$ cat src/rtl/cmp_share_pkg.sv
// Shared types and helpers for the comparator-sharing arbiter.
// Holds the FSM state encoding and the requester-ID width rule so that
// the arbiter top and the round-robin picker agree on both.
package cmp_share_pkg;

   // Arbiter phases: wait for a request, compare, present the result.
   typedef enum logic [1:0] {
      IDLE = 2'd0,
      CMP  = 2'd1,
      RESP = 2'd2
   } state_t;

   // Requester ID width: clog2 of the requester count, never below 1 bit
   // so a single-requester build still has a real rsp_id port.
   function automatic int id_width(input int n_req);
      return (n_req > 1) ? $clog2(n_req) : 1;
   endfunction

endpackage

$ cat src/rtl/rr_pick.sv
// rr_pick: purely combinational round-robin picker.
// Returns the first asserted req bit found when scanning upward from ptr
// and wrapping around to 0. gnt_onehot, gnt_id and any are all zero when
// no request is asserted. ptr must be below N_REQ.
module rr_pick
   import cmp_share_pkg::*;
#(
   parameter  int N_REQ = 4,
   localparam int IDW   = id_width(N_REQ)
) (
   input  logic [N_REQ-1:0] req,
   input  logic [IDW-1:0]   ptr,
   output logic [N_REQ-1:0] gnt_onehot,
   output logic [IDW-1:0]   gnt_id,
   output logic             any
);

   // Two passes: first the indices at or above ptr, then the wrapped ones
   // below ptr. The first hit wins, which gives the rotating priority order.
   always_comb begin
      gnt_onehot = '0;
      gnt_id     = '0;
      any        = 1'b0;
      for (int i = 0; i < N_REQ; i++) begin
         if (!any && req[i] && (i >= int'(ptr))) begin
            any           = 1'b1;
            gnt_onehot[i] = 1'b1;
            gnt_id        = IDW'(i);
         end
      end
      for (int i = 0; i < N_REQ; i++) begin
         if (!any && req[i] && (i < int'(ptr))) begin
            any           = 1'b1;
            gnt_onehot[i] = 1'b1;
            gnt_id        = IDW'(i);
         end
      end
   end

endmodule

$ cat src/rtl/cmp_share_arbiter.sv
// cmp_share_arbiter: one W-bit comparator shared by N_REQ requesters.
//
// Optional feature macro: CMP_SHARE_MAG_EN
//   defined   -> rsp_gt / rsp_lt carry the unsigned magnitude result.
//   undefined -> no magnitude compare is built; rsp_gt = rsp_lt = 0.
//
// Handshake semantics (both sides): a transfer happens on a rising clk
// edge where valid and ready are both 1. Requesters may drop req_valid at
// any time before seeing req_ready; the grant is re-picked every IDLE
// cycle. Once rsp_valid rises it stays 1, with rsp_id and the flags
// stable, until the cycle rsp_ready is 1.
//
// Flow: IDLE (pick + latch operands) -> CMP (register result) -> RESP
// (hold until consumed). Accept in cycle T gives rsp_valid in cycle T+2.
// dbg_state exposes the FSM for observation.
module cmp_share_arbiter
   import cmp_share_pkg::*;
#(
   parameter  int N_REQ = 4,
   parameter  int W     = 8,
   localparam int IDW   = id_width(N_REQ)
) (
   input  logic               clk,
   input  logic               rst_n,
   input  logic [N_REQ-1:0]   req_valid,
   input  logic [N_REQ*W-1:0] req_a,
   input  logic [N_REQ*W-1:0] req_b,
   output logic [N_REQ-1:0]   req_ready,
   output logic               rsp_valid,
   output logic [IDW-1:0]     rsp_id,
   output logic               rsp_eq,
   output logic               rsp_gt,
   output logic               rsp_lt,
   input  logic               rsp_ready,
   output state_t             dbg_state
);

   state_t             state;
   state_t             state_nxt;
   logic [IDW-1:0]     ptr;
   logic [W-1:0]       op_a;
   logic [W-1:0]       op_b;
   logic [W-1:0]       sel_a;
   logic [W-1:0]       sel_b;
   logic [N_REQ-1:0]   gnt_onehot;
   logic [IDW-1:0]     gnt_id;
   logic               gnt_any;
   logic               accept;
   logic               rsp_fire;
   logic [IDW-1:0]     ptr_after;

   assign dbg_state = state;

   rr_pick #(
      .N_REQ (N_REQ)
   ) u_pick (
      .req        (req_valid),
      .ptr        (ptr),
      .gnt_onehot (gnt_onehot),
      .gnt_id     (gnt_id),
      .any        (gnt_any)
   );

   // Operand mux driven by the one-hot grant, so no wide index decode.
   always_comb begin
      sel_a = '0;
      sel_b = '0;
      for (int i = 0; i < N_REQ; i++) begin
         if (gnt_onehot[i]) begin
            sel_a = sel_a | req_a[i*W +: W];
            sel_b = sel_b | req_b[i*W +: W];
         end
      end
   end

   // Rotation point after serving rsp_id: the next requester, wrapping.
   // With one requester this is constantly 0.
   always_comb begin
      ptr_after = '0;
      if (rsp_id != IDW'(N_REQ - 1)) begin
         ptr_after = rsp_id + IDW'(1);
      end
   end

   // FSM state register.
   always_ff @(posedge clk or negedge rst_n) begin
      if (!rst_n) begin
         state <= IDLE;
      end else begin
         state <= state_nxt;
      end
   end

   // FSM next state plus the combinational acceptance strobe.
   always_comb begin
      state_nxt = state;
      req_ready = '0;
      accept    = 1'b0;
      rsp_fire  = 1'b0;
      case (state)
         IDLE: begin
            req_ready = gnt_onehot;
            if (gnt_any) begin
               accept    = 1'b1;
               state_nxt = CMP;
            end
         end
         CMP: begin
            state_nxt = RESP;
         end
         RESP: begin
            if (rsp_ready) begin
               rsp_fire  = 1'b1;
               state_nxt = IDLE;
            end
         end
         default: begin
            state_nxt = IDLE;
         end
      endcase
   end

   // Round-robin pointer advances only when a result is consumed.
   always_ff @(posedge clk or negedge rst_n) begin
      if (!rst_n) begin
         ptr <= '0;
      end else if (rsp_fire) begin
         ptr <= ptr_after;
      end
   end

   // Capture the winning operands and ID on the acceptance edge.
   always_ff @(posedge clk or negedge rst_n) begin
      if (!rst_n) begin
         op_a   <= '0;
         op_b   <= '0;
         rsp_id <= '0;
      end else if (accept) begin
         op_a   <= sel_a;
         op_b   <= sel_b;
         rsp_id <= gnt_id;
      end
   end

   // Result valid: rises after the compare cycle, falls on consumption.
   always_ff @(posedge clk or negedge rst_n) begin
      if (!rst_n) begin
         rsp_valid <= 1'b0;
      end else if (state == CMP) begin
         rsp_valid <= 1'b1;
      end else if (rsp_fire) begin
         rsp_valid <= 1'b0;
      end
   end

   // Equality flag, rewritten on every compare.
   always_ff @(posedge clk or negedge rst_n) begin
      if (!rst_n) begin
         rsp_eq <= 1'b0;
      end else if (state == CMP) begin
         rsp_eq <= (op_a == op_b);
      end
   end

`ifdef CMP_SHARE_MAG_EN
   // Unsigned magnitude flags, rewritten on every compare.
   always_ff @(posedge clk or negedge rst_n) begin
      if (!rst_n) begin
         rsp_gt <= 1'b0;
         rsp_lt <= 1'b0;
      end else if (state == CMP) begin
         rsp_gt <= (op_a > op_b);
         rsp_lt <= (op_a < op_b);
      end
   end
`else
   // Magnitude compare not built: the flags stay at 0.
   assign rsp_gt = 1'b0;
   assign rsp_lt = 1'b0;
`endif

endmodule

$ cat config.mk
export PLATFORM = sky130hd
export DESIGN_NAME = cmp_share_arbiter
export DESIGN_NICKNAME = d
export VERILOG_FILES = /design/src/rtl/cmp_share_pkg.sv /design/src/rtl/rr_pick.sv /design/src/rtl/cmp_share_arbiter.sv
export SDC_FILE = /design/constraint.sdc
export NUM_CORES = 1
export LEC_CHECK = 0
export CORE_UTILIZATION = 37
export DETAILED_ROUTE_END_ITERATION = 8
export PLACE_DENSITY_LB_ADDON = 0.08
export SLEW_MARGIN = 20
export SYNTH_ARGS = -nofsm -noshare
export SYNTH_HDL_FRONTEND = slang
export SYNTH_SLANG_ARGS = --single-unit
$ cat constraint.sdc
create_clock -name clk -period 1.4 [get_ports clk]
set_input_delay 0.21 -clock clk [delete_from_list [all_inputs] [get_ports clk]]
set_output_delay 0.21 -clock clk [all_outputs]
set_load 0.005 [all_outputs]
==> flow_summary.json, run 1 <==
{
  "yosys_register_bits": 24,
  "skew_ns": 0.00671,
  "utilization_pct": 73.8,
  "die_area_um2": 4870,
  "nets": 374,
  "period_minus_slack_ns": 1.75,
  "track_usage_pct": 26.8,
  "pre_cts_ws_ns": -0.714,
  "synthDistinctLibCells": 39,
  "startpoint_type": "flip-flop",
  "grt_max_degree": 25,
  "sw_frac_of_total_pct": 40.5,
  "grt_pass1_vias": 2049,
  "clkTransAtPathRegs_ns": 0.09,
  "power.density_nw_per_um2": 1900,
  "coreArea_um2": 4380,
  "synth_area_leader_cell": "dfrtp_1",
  "fin_tns_setup_ns": -4.70,
  "syn_area_um2": 1700,
  "yosys_warnings": 0,
  "multi_input_area_um2": 1180,
  "clock.fmax_mhz": 571,
  "initial_core_util_pct": 38.8,
  "die_h_um": 69.8,
  "clk_latency_ns": 0.28,
  "p_clk_share_pct": 7.2,
  "setup_viol": 21,
  "rows": 24,
  "vias": 2050,
  "grt_overflow": 0,
  "mostFrequentLayoutCell": "clkdlybuf4s50_1",
  "synth_top_cells_by_area": "dfrtp_1 35%, a32oi_1 8.2%, a41oi_1 8.2%, a31oi_1 5.9%, nand3_1 5.0%",
  "combPwrFrac_pct": 71.2,
  "final_max_slew_viol_count": 0,
  "maxCapViolCount": 0,
  "cts_tree": "done",
  "yosysTopAreaCellShare_pct": 35.3,
  "wirelength_mm": 6.91,
  "cts_sinks": 24,
  "numCtsBuffers": 3,
  "pin_count": 83,
  "globalplace.congestion": 0.857,
  "fin_cells": 353,
  "dp_hpwl_mm": 4.30,
  "cp-end-kind": "output pin",
  "worst_ep_required_time_ns": 1.19,
  "area_delta_synth_final_pct": 90.1,
  "p_total_uw": 6140,
  "cts-root-buf": "clkbuf_8",
  "final.fill_count": 318,
  "drt-pass1-iter-count": 4,
  "drc": 0,
  "diodes": 0,
  "p_switching_uw": 2490,
  "arrival_ns": 1.54,
  "synth_area_per_cell_um2": 9.15,
  "synth_cells": 186,
  "hold_viol": 0,
  "antenna_found_initial": 0,
  "rsz0062_at_grt": "yes",
  "ctsHoldBuffers": 0,
  "intPower_uw": 3650,
  "critical_path_class": "flip-flop to output pin",
  "numPortBuffers": 80,
  "die_w_um": 69.8,
  "grt_pass1_wl_mm": 10.2,
  "irDropWorstVdd_v": 0.000952,
  "seqPwrFrac_pct": 21.6,
  "fin_ws_ns": -0.352,
  "ant_nets": 0,
  "routedWlPerCell_um": 19.6,
  "seqCellArea_um2": 603,
  "leakage_uw": 0.00128,
  "violations": "negative setup slack",
  "clock_path_buffers": 2,
  "status": "finished with violations",
  "dp.cells": 328,
  "hold_path.class": "input pin to asynchronous set/reset pin",
  "drt-initial-drc-count": 179,
  "crit_fanout": 3,
  "htree_levels": 1,
  "vias_per_cell": 5.81,
  "fin_crit_sh_pct": 125,
  "final_cell_mix": "69 x clkdlybuf4s50_1, 23 x buf_4, 22 x dfrtp_1",
  "ys_seq_area_share_pct": 35.3,
  "drive_above_1_share_pct": 34.9
}
## stage by stage
stage | hold slack (ns) | area, um^2
floorplan | -0.0856 | 1790
global placement | 0.466 | 2740
detailed placement | 0.475 | 2740
CTS | 0.307 | 2930
global route | 0.315 | 3240
finish | 0.301 | 3240
## Yosys cell counts (all sizes together)
| master | count |
|---|---|
| dfrtp | 24 |
| nor2 | 20 |
| nand3 | 18 |
| buf | 17 |
| a31oi | 16 |
| a32oi | 16 |
| a41oi | 16 |
| nand2 | 9 |
| xnor2 | 8 |
| o21ai | 5 |
| a21oi | 4 |
| clkbuf | 3 |
| nand2b | 3 |
| nor2b | 3 |
| or2 | 3 |
| mux2 | 2 |
| nand3b | 2 |
| nand4 | 2 |
| o31ai | 2 |
| a211o | 1 |
| a21boi | 1 |
| a21o | 1 |
| a221oi | 1 |
| clkinv | 1 |
| conb | 1 |
| ha | 1 |
| inv | 1 |
| nor4 | 1 |
| o211a | 1 |
| o21bai | 1 |
| o311ai | 1 |
| or3b | 1 |
## state kept, by name, indices dropped and copies added, names as in the netlist
name	cells
rsp_valid	1
op_b	8
rsp_eq	1
ptr	2
rsp_id	2
op_a	8
dbg_state	2
## power by group through the flow
stage | Clock (uW) | Sequential, uW | Combinational (uW)
finish | 445 | 1330 | 4370
global route | 481 | 1360 | 4670
CTS | 442 | 1310 | 3560
detailed placement | 0 | 1340 | 3090
global placement | 0 | 1330 | 3050
floorplan | 0 | 1300 | 2030
## what timing repair did
item | 4_1_cts | 5_1_grt
endpoints found under the hold margin | 0 | 0
resized for setup | 40 | 42
setup endpoints to repair | 26 | 25
pin swaps | 12 | 25
cloned | 2 | 2
setup buffers | 7 | 12
## worst max-delay path: stages (launching register included)
cell and delay, ns:
dfrtp_2 0.44, buf_6 0.13, or2_4 0.26, o311ai_4 0.10, nand2_1 0.09, nor2_1 0.11
buf_2 0.13
## layer usage
layer  routed length [um]  share of wire, %  GRT usage, %
met1                 3090                45          34.9
met2                 3420                50          45.6
met3                  307               4.4          4.36
met4                   85               1.2          7.56
met5                    0                 0             0
## cell type report
class	count	area share (%)
Clock buffer	4	1.39
Inverter	2	0.387
Multi-Input combinational cell	141	36.5
Sequential cell	24	18.6
Tap cell	52	2.01
Timing Repair Buffer	130	41.1
## path summary, 6_finish.rpt
| check | start | endpoint | slack [ns] | cells after the start |
|---|---|---|---|---|
| hold reg to reg | rsp_valid$_DFFE_PN0P_ | rsp_valid$_DFFE_PN0P_ | 0.55 | 2 |
| hold / removal | rst_n | rsp_id[0]$_DFFE_PN0P_ | 0.30 | 2 |
| setup reg to reg | ptr[1]$_DFFE_PN0P_ | op_b[6]$_DFFE_PN0P_ | -0.29 | 8 |
| setup / recovery | ptr[1]$_DFFE_PN0P_ | req_ready[0] | -0.35 | 6 |
| max in group asynchronous | rst_n | ptr[1]$_DFFE_PN0P_ | 0.84 | 2 |
| min in group clk | req_b[19] | op_b[3]$_DFFE_PN0P_ | 0.51 | 3 |
## cell families after synthesis
kind of cell	after synthesis	synth area share, %
other cells	1	0.220
compound gates	66	30.6
buf+inv	22	9.19
fa+ha+maj	1	0.735
simple gates	62	18.5
xor+xnor	8	4.12
mux	2	1.32
flops	24	35.3
Power figures use the tool's default switching activity.
==> run 2, diff against run 1 <==
- CAP_MARGIN: default -> 10
==> results of run 2 <==
Same layout as run 1: the final DEF is identical, and so are final timing and power.
==> run 3, diff against run 2 <==
- SLEW_MARGIN: 20 -> default
==> results of run 3 <==
Same layout as run 1: the final DEF is identical, and so are final timing and power.
